===== src/rtl/seq_det_pkg.sv =====
// seq_det_pkg: shared state type, default sizes and length helpers for the sequence detector
package seq_det_pkg;
  typedef enum logic [1:0] {IDLE, READY, ARMED} state_t;
  localparam int DEF_MAX_LEN = 8;
  localparam int DEF_CNT_W = 8;
  function automatic int len_w(input int max_len);
    return $clog2(max_len + 1);
  endfunction
  localparam int LEN_W = len_w(DEF_MAX_LEN);
  function automatic logic len_ok(input int len, input int max_len);
    return len >= 1 && len <= max_len;
  endfunction
endpackage


===== src/rtl/seq_det_if.sv =====
// seq_det_if: host/stream side bundle of the sequence detector controller
interface seq_det_if #(
  parameter int MAX_LEN = 8,
  parameter int CNT_W = 8
);
  localparam int LEN_W = seq_det_pkg::len_w(MAX_LEN);
  logic cfg_valid, cfg_ready, cfg_overlap, cfg_err;
  logic [MAX_LEN-1:0] cfg_pattern;
  logic [LEN_W-1:0] cfg_len;
  logic arm, disarm, cnt_clr, In, in_valid, out, armed;
  logic [CNT_W-1:0] match_cnt;
  modport master(
    output cfg_valid, cfg_pattern, cfg_len, cfg_overlap, arm, disarm, cnt_clr, In, in_valid,
    input cfg_ready, cfg_err, out, match_cnt, armed
  );
  modport slave(
    input cfg_valid, cfg_pattern, cfg_len, cfg_overlap, arm, disarm, cnt_clr, In, in_valid,
    output cfg_ready, cfg_err, out, match_cnt, armed
  );
endinterface


===== src/rtl/seq_match_core.sv =====
// seq_match_core: history shift register, seen counter and masked Mealy compare
module seq_match_core #(
  parameter int MAX_LEN = 8,
  parameter int LEN_W = 4
) (
  input  logic               clk,
  input  logic               rst,
  input  logic               clr,
  input  logic               en,
  input  logic               din,
  input  logic [MAX_LEN-1:0] pattern,
  input  logic [LEN_W-1:0]   len,
  input  logic               overlap,
  output logic               out
);
  logic [MAX_LEN-2:0] history;
  logic [MAX_LEN-1:0] window, mask;
  logic [LEN_W-1:0] seen;
  logic [LEN_W:0] seen_inc;
  always_comb begin
    window = {history, din};
    mask = ~({MAX_LEN{1'b1}} << len);
    seen_inc = {1'b0, seen} + (LEN_W+1)'(1);
    out = en && (seen_inc >= {1'b0, len}) && (((window ^ pattern) & mask) == '0);
  end
  // seen saturates at MAX_LEN; a non-overlapping match restarts it while history keeps shifting
  always_ff @(posedge clk)
    if (!rst || clr) begin
      history <= '0;
      seen <= '0;
    end else if (en) begin
      history <= window[MAX_LEN-2:0];
      seen <= (out && !overlap) ? '0
            : (seen_inc > (LEN_W+1)'(MAX_LEN)) ? LEN_W'(MAX_LEN) : seen_inc[LEN_W-1:0];
    end
endmodule


===== src/rtl/seq_det_ctrl.sv =====
// seq_det_ctrl: config handshake, arm/disarm FSM and saturating match counter around seq_match_core
module seq_det_ctrl
  import seq_det_pkg::*;
#(
  parameter int MAX_LEN = 8,
  parameter int CNT_W = 8
) (
  input logic clk,
  input logic rst,
  seq_det_if.slave bus
);
  localparam int LEN_W = len_w(MAX_LEN);
  state_t state, nxt;
  logic [MAX_LEN-1:0] pattern;
  logic [LEN_W-1:0] len;
  logic [CNT_W-1:0] cnt;
  logic overlap, err, accept, legal, load, en, clr, hit;
  always_comb begin
    accept = bus.cfg_valid && (state != ARMED);
    legal = len_ok(int'(bus.cfg_len), MAX_LEN);
    load = accept && legal;
    en = (state == ARMED) && bus.in_valid && !bus.disarm;
    nxt = load ? READY
        : (state == READY && bus.arm && !bus.disarm) ? ARMED
        : (state == ARMED && bus.disarm) ? READY : state;
    clr = load || (state != ARMED && nxt == ARMED);
  end
  always_ff @(posedge clk)
    if (!rst) begin
      state <= IDLE;
      pattern <= '0;
      len <= '0;
      overlap <= 1'b0;
      err <= 1'b0;
      cnt <= '0;
    end else begin
      state <= nxt;
      err <= accept && !legal;
      if (load) begin
        pattern <= bus.cfg_pattern;
        len <= bus.cfg_len;
        overlap <= bus.cfg_overlap;
      end
      if (bus.cnt_clr || load) cnt <= '0;
      else if (hit && cnt != '1) cnt <= cnt + CNT_W'(1);
    end
  seq_match_core #(.MAX_LEN(MAX_LEN), .LEN_W(LEN_W)) core (
    .clk(clk), .rst(rst), .clr(clr), .en(en), .din(bus.In),
    .pattern(pattern), .len(len), .overlap(overlap), .out(hit)
  );
  assign bus.cfg_ready = state != ARMED;
  assign bus.cfg_err = err;
  assign bus.out = hit;
  assign bus.match_cnt = cnt;
  assign bus.armed = state == ARMED;
endmodule


===== src/flat_wrapper.sv =====
// flat-port wrapper written by rule: the top's interface ports become plain ports
module seq_det_ctrl_flat import seq_det_pkg::*;
#(
  parameter int MAX_LEN = 8,
  parameter int CNT_W = 8
)
  (clk, rst, bus_cfg_valid, bus_cfg_pattern, bus_cfg_len, bus_cfg_overlap, bus_arm, bus_disarm, bus_cnt_clr, bus_In, bus_in_valid, bus_cfg_ready, bus_cfg_err, bus_out, bus_match_cnt, bus_armed);
  seq_det_if #(.MAX_LEN(MAX_LEN), .CNT_W(CNT_W)) bus_i ();
  input logic clk;
  input logic rst;
  input wire logic [$bits(bus_i.cfg_valid)-1:0] bus_cfg_valid;
  input wire logic [$bits(bus_i.cfg_pattern)-1:0] bus_cfg_pattern;
  input wire logic [$bits(bus_i.cfg_len)-1:0] bus_cfg_len;
  input wire logic [$bits(bus_i.cfg_overlap)-1:0] bus_cfg_overlap;
  input wire logic [$bits(bus_i.arm)-1:0] bus_arm;
  input wire logic [$bits(bus_i.disarm)-1:0] bus_disarm;
  input wire logic [$bits(bus_i.cnt_clr)-1:0] bus_cnt_clr;
  input wire logic [$bits(bus_i.In)-1:0] bus_In;
  input wire logic [$bits(bus_i.in_valid)-1:0] bus_in_valid;
  output wire logic [$bits(bus_i.cfg_ready)-1:0] bus_cfg_ready;
  output wire logic [$bits(bus_i.cfg_err)-1:0] bus_cfg_err;
  output wire logic [$bits(bus_i.out)-1:0] bus_out;
  output wire logic [$bits(bus_i.match_cnt)-1:0] bus_match_cnt;
  output wire logic [$bits(bus_i.armed)-1:0] bus_armed;
  assign bus_i.cfg_valid = bus_cfg_valid;
  assign bus_i.cfg_pattern = bus_cfg_pattern;
  assign bus_i.cfg_len = bus_cfg_len;
  assign bus_i.cfg_overlap = bus_cfg_overlap;
  assign bus_i.arm = bus_arm;
  assign bus_i.disarm = bus_disarm;
  assign bus_i.cnt_clr = bus_cnt_clr;
  assign bus_i.In = bus_In;
  assign bus_i.in_valid = bus_in_valid;
  assign bus_cfg_ready = bus_i.cfg_ready;
  assign bus_cfg_err = bus_i.cfg_err;
  assign bus_out = bus_i.out;
  assign bus_match_cnt = bus_i.match_cnt;
  assign bus_armed = bus_i.armed;
  seq_det_ctrl #(.MAX_LEN(MAX_LEN), .CNT_W(CNT_W)) u_core (.clk(clk), .rst(rst), .bus(bus_i));
endmodule

===== config.mk =====
export PLATFORM = sky130hd
export DESIGN_NAME = seq_det_ctrl_flat
export DESIGN_NICKNAME = d
export VERILOG_FILES = /design/src/rtl/seq_det_pkg.sv /design/src/rtl/seq_det_if.sv /design/src/rtl/seq_match_core.sv /design/src/rtl/seq_det_ctrl.sv /design/src/flat_wrapper.sv
export SDC_FILE = /design/constraint.sdc
export NUM_CORES = 1
export LEC_CHECK = 0
export CAP_MARGIN = 40
export CORE_MARGIN = 4
export CORE_UTILIZATION = 35
export CTS_CLUSTER_SIZE = 10
export DETAILED_ROUTE_END_ITERATION = 12
export SETUP_SLACK_MARGIN = 0.5
export SKIP_LAST_GASP = 1
export SYNTH_ARGS = -nofsm -noshare
export SYNTH_HDL_FRONTEND = slang
export SYNTH_HIERARCHICAL = 1
export SYNTH_SLANG_ARGS = --single-unit

===== constraint.sdc =====
create_clock -name clk -period 8.8 [get_ports clk]
set_clock_uncertainty 0.1 [all_clocks]
set_input_delay 1.76 -clock clk [delete_from_list [all_inputs] [get_ports clk]]
set_output_delay 1.76 -clock clk [all_outputs]
set_load 0.1 [all_outputs]

; Yosys cells after proc, flatten, opt, wreduce, memory -nomap -nowiden
; Cells that the tools add are included.
[classes]
add_sub_neg = 2
order_cmp = 4
n_eq_ne = 5
n_shift = 1
muxes = 5
bitwise = 4
reduce_logical = 23
[ops]
columns = op, n
row1 = $logic_and 1x1->1, 14
row2 = $add 8x1->8 const B, 1
row3 = $and 8x8->8, 1
row4 = $logic_not 8->1, 1
row5 = $mux 4, 2
row6 = $ne 8x8->1 const B, 1
row7 = $not 8->8, 1
row8 = $shl 8x4->8 const A, 1
row9 = $xor 8x8->8, 1
row10 = $mux 2, 3
row11 = $add 4x1->5 const B, 1
row12 = $ge 5x4->1, 1
row13 = $gt 5x4->1 const B, 1
row14 = $eq 2x2->1 const B, 2
row15 = $ge 4x1->1 const B, 1
row16 = $le 4x4->1 const B, 1
row17 = $logic_not 1->1, 4
row18 = $logic_or 1x1->1, 3
row19 = $eq 2x1->1 const B, 1
row20 = $ne 2x2->1 const B, 1
row21 = $reduce_or 2->1, 1
row22 = $not 1->1, 1
[word_totals]
regBits = 35
out_inout_bits = 12

; Longest topological paths before layout
; Gate-level depths: netlist (run 1).
[depth]
ltp_word = 9
ltp_mapped = 11
depth_no_buf = 10

; By module
; Netlist (run 1), hierarchy kept.
[by_module_without_submodules]
columns = module, n_inst, cells_per_inst, area_per_inst_um2
row1 = seq_det_ctrl, 1, 125, 1074.8
row2 = seq_match_core, 1, 91, 792.0

; Worst setup path after synthesis (run 1)
; No wires, ideal clock.
[synth_timing]
kind = input port to output port
startpoint = input port bus_disarm
endpoint = output port bus_out
t_arrival_ps = 4904
t_required_ps = 6940
setup_slack_ps = 2036
path_stages = 4
cell_sequence = nor3b_1 -> o21ai_1 -> a211o_1 -> nor3_1
[synth_between]
elab_chain_cells = 4
[synth_lines]
columns = item, line
row1 = from (decl), flat_wrapper.sv:16  ; input wire logic [$bits(bus_i.disarm)-1:0] bus_disarm;
row2 = $logic_not 1->1, seq_det_ctrl.sv:22  ; en = (state == ARMED) && bus.in_valid && !bus.disarm;
row3 = $logic_and 1x1->1, seq_det_ctrl.sv:22
row4 = $logic_and 1x1->1 (2 in series), seq_match_core.sv:24  ; out = en && (seen_inc >= {1'b0, len}) && (((window ^ pattern) & mask) == '0);
row5 = to (decl), flat_wrapper.sv:22  ; output wire logic [$bits(bus_i.out)-1:0] bus_out;
; No other way between the ends.

; Worst setup path after layout (run 1)
[layout_timing]
startpoint = input port bus_disarm
endpoint = output port bus_out
[layout_between]
elab_chain_cells = 4
[layout_lines]
columns = item, line
row1 = $logic_not 1->1, seq_det_ctrl.sv:22
row2 = $logic_and 1x1->1, seq_det_ctrl.sv:22
row3 = via u_core.en, seq_det_ctrl.sv:17  ; logic overlap, err, accept, legal, load, en, clr, hit;
row4 = $logic_and 1x1->1 (2 in series), seq_match_core.sv:24
; The timed path passes the listed nets, and every way through them passes these cells.

==> metrics.txt, run 1 <==
die area 6570 um2; r2r endpoint u_core/bus.match_cnt[2]; setup_tns 0 ns; commonest non-fill, non-tap cell in the layout dfxtp_1; Post-Syn Area 1870 um2; Synth Area per Inst 8.64 um2; Cells after Synth 216; CP Launch Type input port; Final setup viols 0; Final Hold Vio Count 0; worst skew pair latency 0.28 ns; Synth top area share 37.5%; I/O Buffers 32; detailed-route DRC error count 0; Post-synth ARST share 0%; EDFF count, synth 0; vias per cell 4.84; Req. time, crit path 6.94 ns; origin of the critical flop-to-flop path u_core/state[1]; GRT overflow 0; CTS resizes 0; area delta synth->final 34.3%; dpl cells 323; r2r setup slk 5.60 ns; RSZ-0062 raised after global routing no; worst hold endpoint u_core/pattern[0]; GRT Overall Usage 13.0%; DP HPWL 2830 um; Pins Over Slew Limit 0; most frequent cells in the layout dfxtp_1, clkdlybuf4s50_1, nand2_1; Clock Tree Root clkbuf_8; Routed Antenna Nets 0; status complete, no violations; register area share after synthesis 37.5%; Worst IR Drop VDD 72.9 uV; min cycle time layout 6.31 ns; leakage 0.000909 uW; vias in the first global route 1551; TritonCTS clock tree built; hold path depth 2; Post-CTS Setup Inserts 0; site row count 26; drt pass-1 iters 4; ratio of cells with drive above 1 in the final layout 11.1%; syn_nets 244; Max Buffers Root-to-Sink 2; first-pass GRT wire length 6750 um; FF-to-FF path depth 9; wirelength, routed 3840 um; post-synthesis register bit count 35; Design Power 311 uW; CP Capture Type output port; Finished Layout Cells 331; Sink Count 35; I/O pin cnt 33; Initial Util 36.3%; top cell type by total area after synthesis dfxtp_1; crit share post-route 71.7%; Unique masters post-synth 46; worst hold path type reg2reg; core box area 5140 um2; ANT cells 0; Clk pin slew, worst setup/hold paths 0.06 ns; gp weighted congestion 0.798; antenna violations before repair 0; hold buffers post-CTS 0; Synth Flop Type dfxtp_1; Die Ht 81.0 um; Synth area leaders dfxtp_1, mux2i_1, ha_1; worst path arrival time 4.45 ns; Yosys Warn Count 6; Max Fanout on Critical Path 16; FMAX 158 MHz; largest net degree at the start of global routing 31; total of max-cap violations 0; measured slew at the worst slew-check pin 0.631 ns; Worst Setup Path Type in2out; Die Width 81.0 um; number of buffers created by CTS 5; Slew HR 57.5%; initial drt markers 59; H-tree levels 2; fin nets 288; WL/cell 11.6 um; Vias 1601; Worst Hold Launch u_core/pattern[0]; Power Density 124 nW/um2
==> power breakdown <==
| part | internal [uW] | switching [uW] |
|---|---|---|
| Sequential | 162 | 3.94 |
| Clock | 55.4 | 52.2 |
| Combinational | 18.1 | 19.0 |
| Total | 236 | 75.2 |
==> metal layers <==
metal  vias up  global-route usage [%]  share of wire [%]
met5         -                       0                  0
met4         0                    5.57                1.1
met3         5                    3.66                4.0
met2        23                    20.6                 45
met1       708                    16.6                 50
li1        865                       -                  -
==> area by class of cell <==
cell class / count / area [um2]
Timing Repair Buffer: 46 / 515
Sequential cell: 35 / 701
Inverter: 8 / 30.0
Clock inverter: 1 / 5.00
Clock buffer: 7 / 76.3
Tap cell: 70 / 87.6
Multi-Input combinational cell: 164 / 1090
Fill cell: 529 / 2630
==> sequential cells by signal (all words and copies together) (netlist names) <==
register,flops
u_core/state,2
u_core/overlap,1
u_core/pattern,8
u_core/core/seen,4
u_core/len,4
u_core/bus.match_cnt,8
u_core/bus.cfg_err,1
u_core/core/history,7
==> Yosys cell counts, types with 3 or more instances <==
master / instances
nor2_1: 15
and3_1: 4
ha_1: 7
inv_1: 8
mux2i_1: 9
buf_2: 3
clkbuf_1: 3
nand2b_1: 6
nor3_1: 3
nand3_1: 16
xor2_1: 7
xnor2_1: 8
a21oi_1: 10
nand2_1: 19
o21ai_0: 14
dfxtp_1: 35
o31ai_1: 4
o21ai_1: 9
==> worst max-delay path, stage by stage <==
cell and delay (ns):
clkdlybuf4s50_1 0.47, nor3b_2 0.17, buf_4 0.25, o21ai_1 0.10, a211o_1 0.29, nor3_1 0.56
clkdlybuf4s50_1 0.64, buf_8 0.21
==> cell families (layout without fill, tap and decap cells) <==
kind of cell               Yosys count  after routing  share of synthesized area, %
AOI/OAI and AO/OA                   55             55                          18.4
xor gates and xnor gates            15             15                          7.04
adders and majority gates            7              7                          4.69
buffers and inverters               17             62                          4.22
DFF                                 35             35                          37.5
muxes                                9              9                          4.83
and+or+nand+nor                     78             78                          23.3
==> through the flow <==
| stage | setup WS, ns | instance area (um2) | hold WS [ns] | utilization, % |
|---|---|---|---|---|
| after floorplan | 2.04 | 1870 | 0.338 | - |
| after global placement | 2.06 | 2250 | 0.370 | 43.7 |
| after detailed placement | 2.46 | 2430 | 0.368 | 47.2 |
| after CTS | 2.45 | 2510 | 0.378 | 48.8 |
| after global routing | 2.26 | 2510 | 0.395 | 48.8 |
| final | 2.49 | 2510 | 0.373 | 48.8 |
==> worst max path at each step <==
stage | cells past startpoint | start | end
3_5_place_dp | 8 | bus_disarm | bus_out
6_report | 8 | bus_disarm | bus_out
4_1_cts | 8 | bus_disarm | bus_out
2_1_floorplan | 4 | bus_disarm | bus_out
5_1_grt | 8 | bus_disarm | bus_out
3_3_place_gp | 7 | bus_disarm | bus_out
Power figures use the tool's default switching activity.
==> run 2, diff against run 1 <==
clock period = 5.24 ns   (was 8.8 ns; I/O delays follow)
==> run 2 against run 1 <==
Register-to-register slack worse by 3.4 ns. First-iteration DRC count is 14% lower. Clock power grew to 2.7 times the previous value. Non-clock buffer count is 1 lower. Setup slack worse by 1.5 ns. Power is 100% higher. Count of clock-buffer cells in the layout is 2 lower. Sequential share of layout area is 0.60 points lower. Design area is 2.2% higher. Largest cell class unchanged. Highest routed layer unchanged.
==> metrics.txt, run 2 (synthesis results as in run 1) <==
measured slew at the worst slew-check pin 0.602 ns (was 0.631 ns); max incr delay on CP 0.48 ns (was 0.64 ns); gp weighted congestion 0.720 (was 0.798); vias per cell 4.79 (was 4.84); r2r endpoint u_core/bus.match_cnt[2] (unchanged); area delta synth->final 37.3% (was 34.3%); Final WS setup 1.03 ns (was 2.49 ns); Die Width 81.0 um (unchanged); Req. time, crit path 4.09 ns (was 6.94 ns); number of buffers created by CTS 5 (unchanged); Clock Tree Root clkbuf_8 (unchanged); fin nets 287 (was 288); crit share post-route 80.4%; commonest non-fill, non-tap cell in the layout dfxtp_1 (unchanged); Pins Over Slew Limit 0 (unchanged); CP max stage cell clkdlybuf4s50_1 (unchanged); I/O Buffers 32 (unchanged); antenna violations before repair 0 (unchanged); FMAX 237 MHz; vias in the first global route 1488 (was 1551); status complete, no violations (unchanged); Vias 1582 (was 1601); CP Cell Sequence clkdlybuf4s50_1, nor3b_2, buf_4, o21ai_1, a211o_1, nor3_2, buf_12 (was clkdlybuf4s50_1, nor3b_2, buf_4, o21ai_1, a211o_1, nor3_1, clkdlybuf4s50_1, buf_8); hold buffers post-CTS 0 (unchanged); wirelength, routed 3750 um (was 3840 um); site row count 26 (unchanged); worst hold path type reg2reg (unchanged); TritonCTS clock tree built (unchanged); post-route cell area 2560 um2 (was 2510 um2); H-tree levels 2 (unchanged); ANT cells 0 (unchanged); DP Area 2430 um2 (unchanged); Worst Hold Launch u_core/pattern[3] (was u_core/pattern[0]); total of max-cap violations 0 (unchanged); Max Buffers Root-to-Sink 2 (unchanged); worst setup path start bus_disarm (unchanged); RSZ-0062 raised after global routing no (unchanged); initial drt markers 51 (was 59); CP Launch Type input port (unchanged); GRT overflow 0 (unchanged); ratio of cells with drive above 1 in the final layout 12.3% (was 11.1%); worst skew pair latency 0.28 ns (about the same); Sink Count 35 (unchanged); Power Density 245 nW/um2 (was 124 nW/um2); r2r setup slk 2.19 ns (was 5.60 ns); GRT Overall Usage 12.7% (was 13.0%); CP Capture Type output port (unchanged); Worst IR Drop VDD 128 uV (was 72.9 uV); I/O pin cnt 33 (unchanged); DP HPWL 2850 um (was 2830 um); WL/cell 11.4 um (was 11.6 um); Final Hold Vio Count 0 (unchanged); CTS resizes 0 (unchanged); GR peak layer met2 (unchanged); most frequent cells in the layout dfxtp_1, clkdlybuf4s50_1, nand2_1 (unchanged); first-pass GRT wire length 6520 um (was 6750 um); Final setup viols 0 (unchanged); largest net degree at the start of global routing 31 (unchanged); GR Util met1 16.0% (was 16.6%); leakage 0.000929 uW (was 0.000909 uW); Initial Util 36.3% (unchanged); die area 6570 um2 (unchanged); origin of the critical flop-to-flop path u_core/state[0] (was u_core/state[1]); met3 Use GR 3.66% (unchanged); detailed-route DRC error count 0 (unchanged); Slew HR 59.5% (was 57.5%); drt pass-1 iters 4 (unchanged); Routed Antenna Nets 0 (unchanged); CP endpoint bus_out (unchanged); Worst Setup Path Type in2out (unchanged); min cycle time layout 4.21 ns; core box area 5140 um2 (unchanged); Die Ht 81.0 um (unchanged); setup_tns 0 ns (unchanged); Post-CTS Setup Inserts 0 (unchanged); M2 GR Usage 20.9% (was 20.6%); Max Fanout on Critical Path 16 (unchanged); worst path arrival time 3.06 ns (was 4.45 ns); FF-to-FF path depth 9 (unchanged); Clk pin slew, worst setup/hold paths 0.07 ns (was 0.06 ns); pre-CTS setup slack 1.03 ns (was 2.46 ns)
-- run 2: changes by cell type in the layout (fill, tap and decap cells not counted), sizes merged --
cell	change
bufinv	+2
clkbuf	-2
clkdlybuf4s50	-1
clkinv	-1
clkinvlp	+1
-- run 2: layout make-up --
cell class	count	area, um2
Clock buffer	5	68.8
Clock inverter	3	67.6
Fill cell	540	2580
Inverter	8	30.0
Multi-Input combinational cell	164	1100
Sequential cell	35	701
Tap cell	70	87.6
Timing Repair Buffer	45	510
-- run 2: worst max-delay path, delay by kind of cell --
kind	cells	cell delay [ns]
simple gates	2	0.65
buf+inv	3	0.97
compound gates	2	0.39
-- run 2: worst min-delay path by stage --
stage               depth (start not counted)  slack, ns                 to
global placement                            2       0.36  u_core/pattern[3]
global route                                2       0.39  u_core/pattern[3]
finish                                      2       0.37  u_core/pattern[3]
floorplan                                   2       0.34     u_core/overlap
CTS                                         2       0.38  u_core/pattern[3]
detailed placement                          2       0.37  u_core/pattern[3]
-- run 2: power by group --
part	switching [uW]	total, uW	internal (uW)
combinational	31.8	62.2	30.4
sequential	6.77	279	273
clock	97.9	288	190
total	136	629	493
-- run 2: through the flow --
step | hold WS, ns | utilization [%] | std cells | power [uW]
floorplan | 0.338 | - | 216 | 322
global placement | 0.360 | 44.0 | 311 | 346
detailed placement | 0.369 | 47.2 | 322 | 348
CTS | 0.381 | 49.9 | 330 | 639
global route | 0.387 | 49.9 | 330 | 659
finish | 0.374 | 49.9 | 330 | 629
-- run 2: routing by layer --
layer  routed length [um]  vias up
li1                     -      857
met1                 1860      700
met2                 1710       19
met3                  127        6
met4                   54        0
met5                    0        -
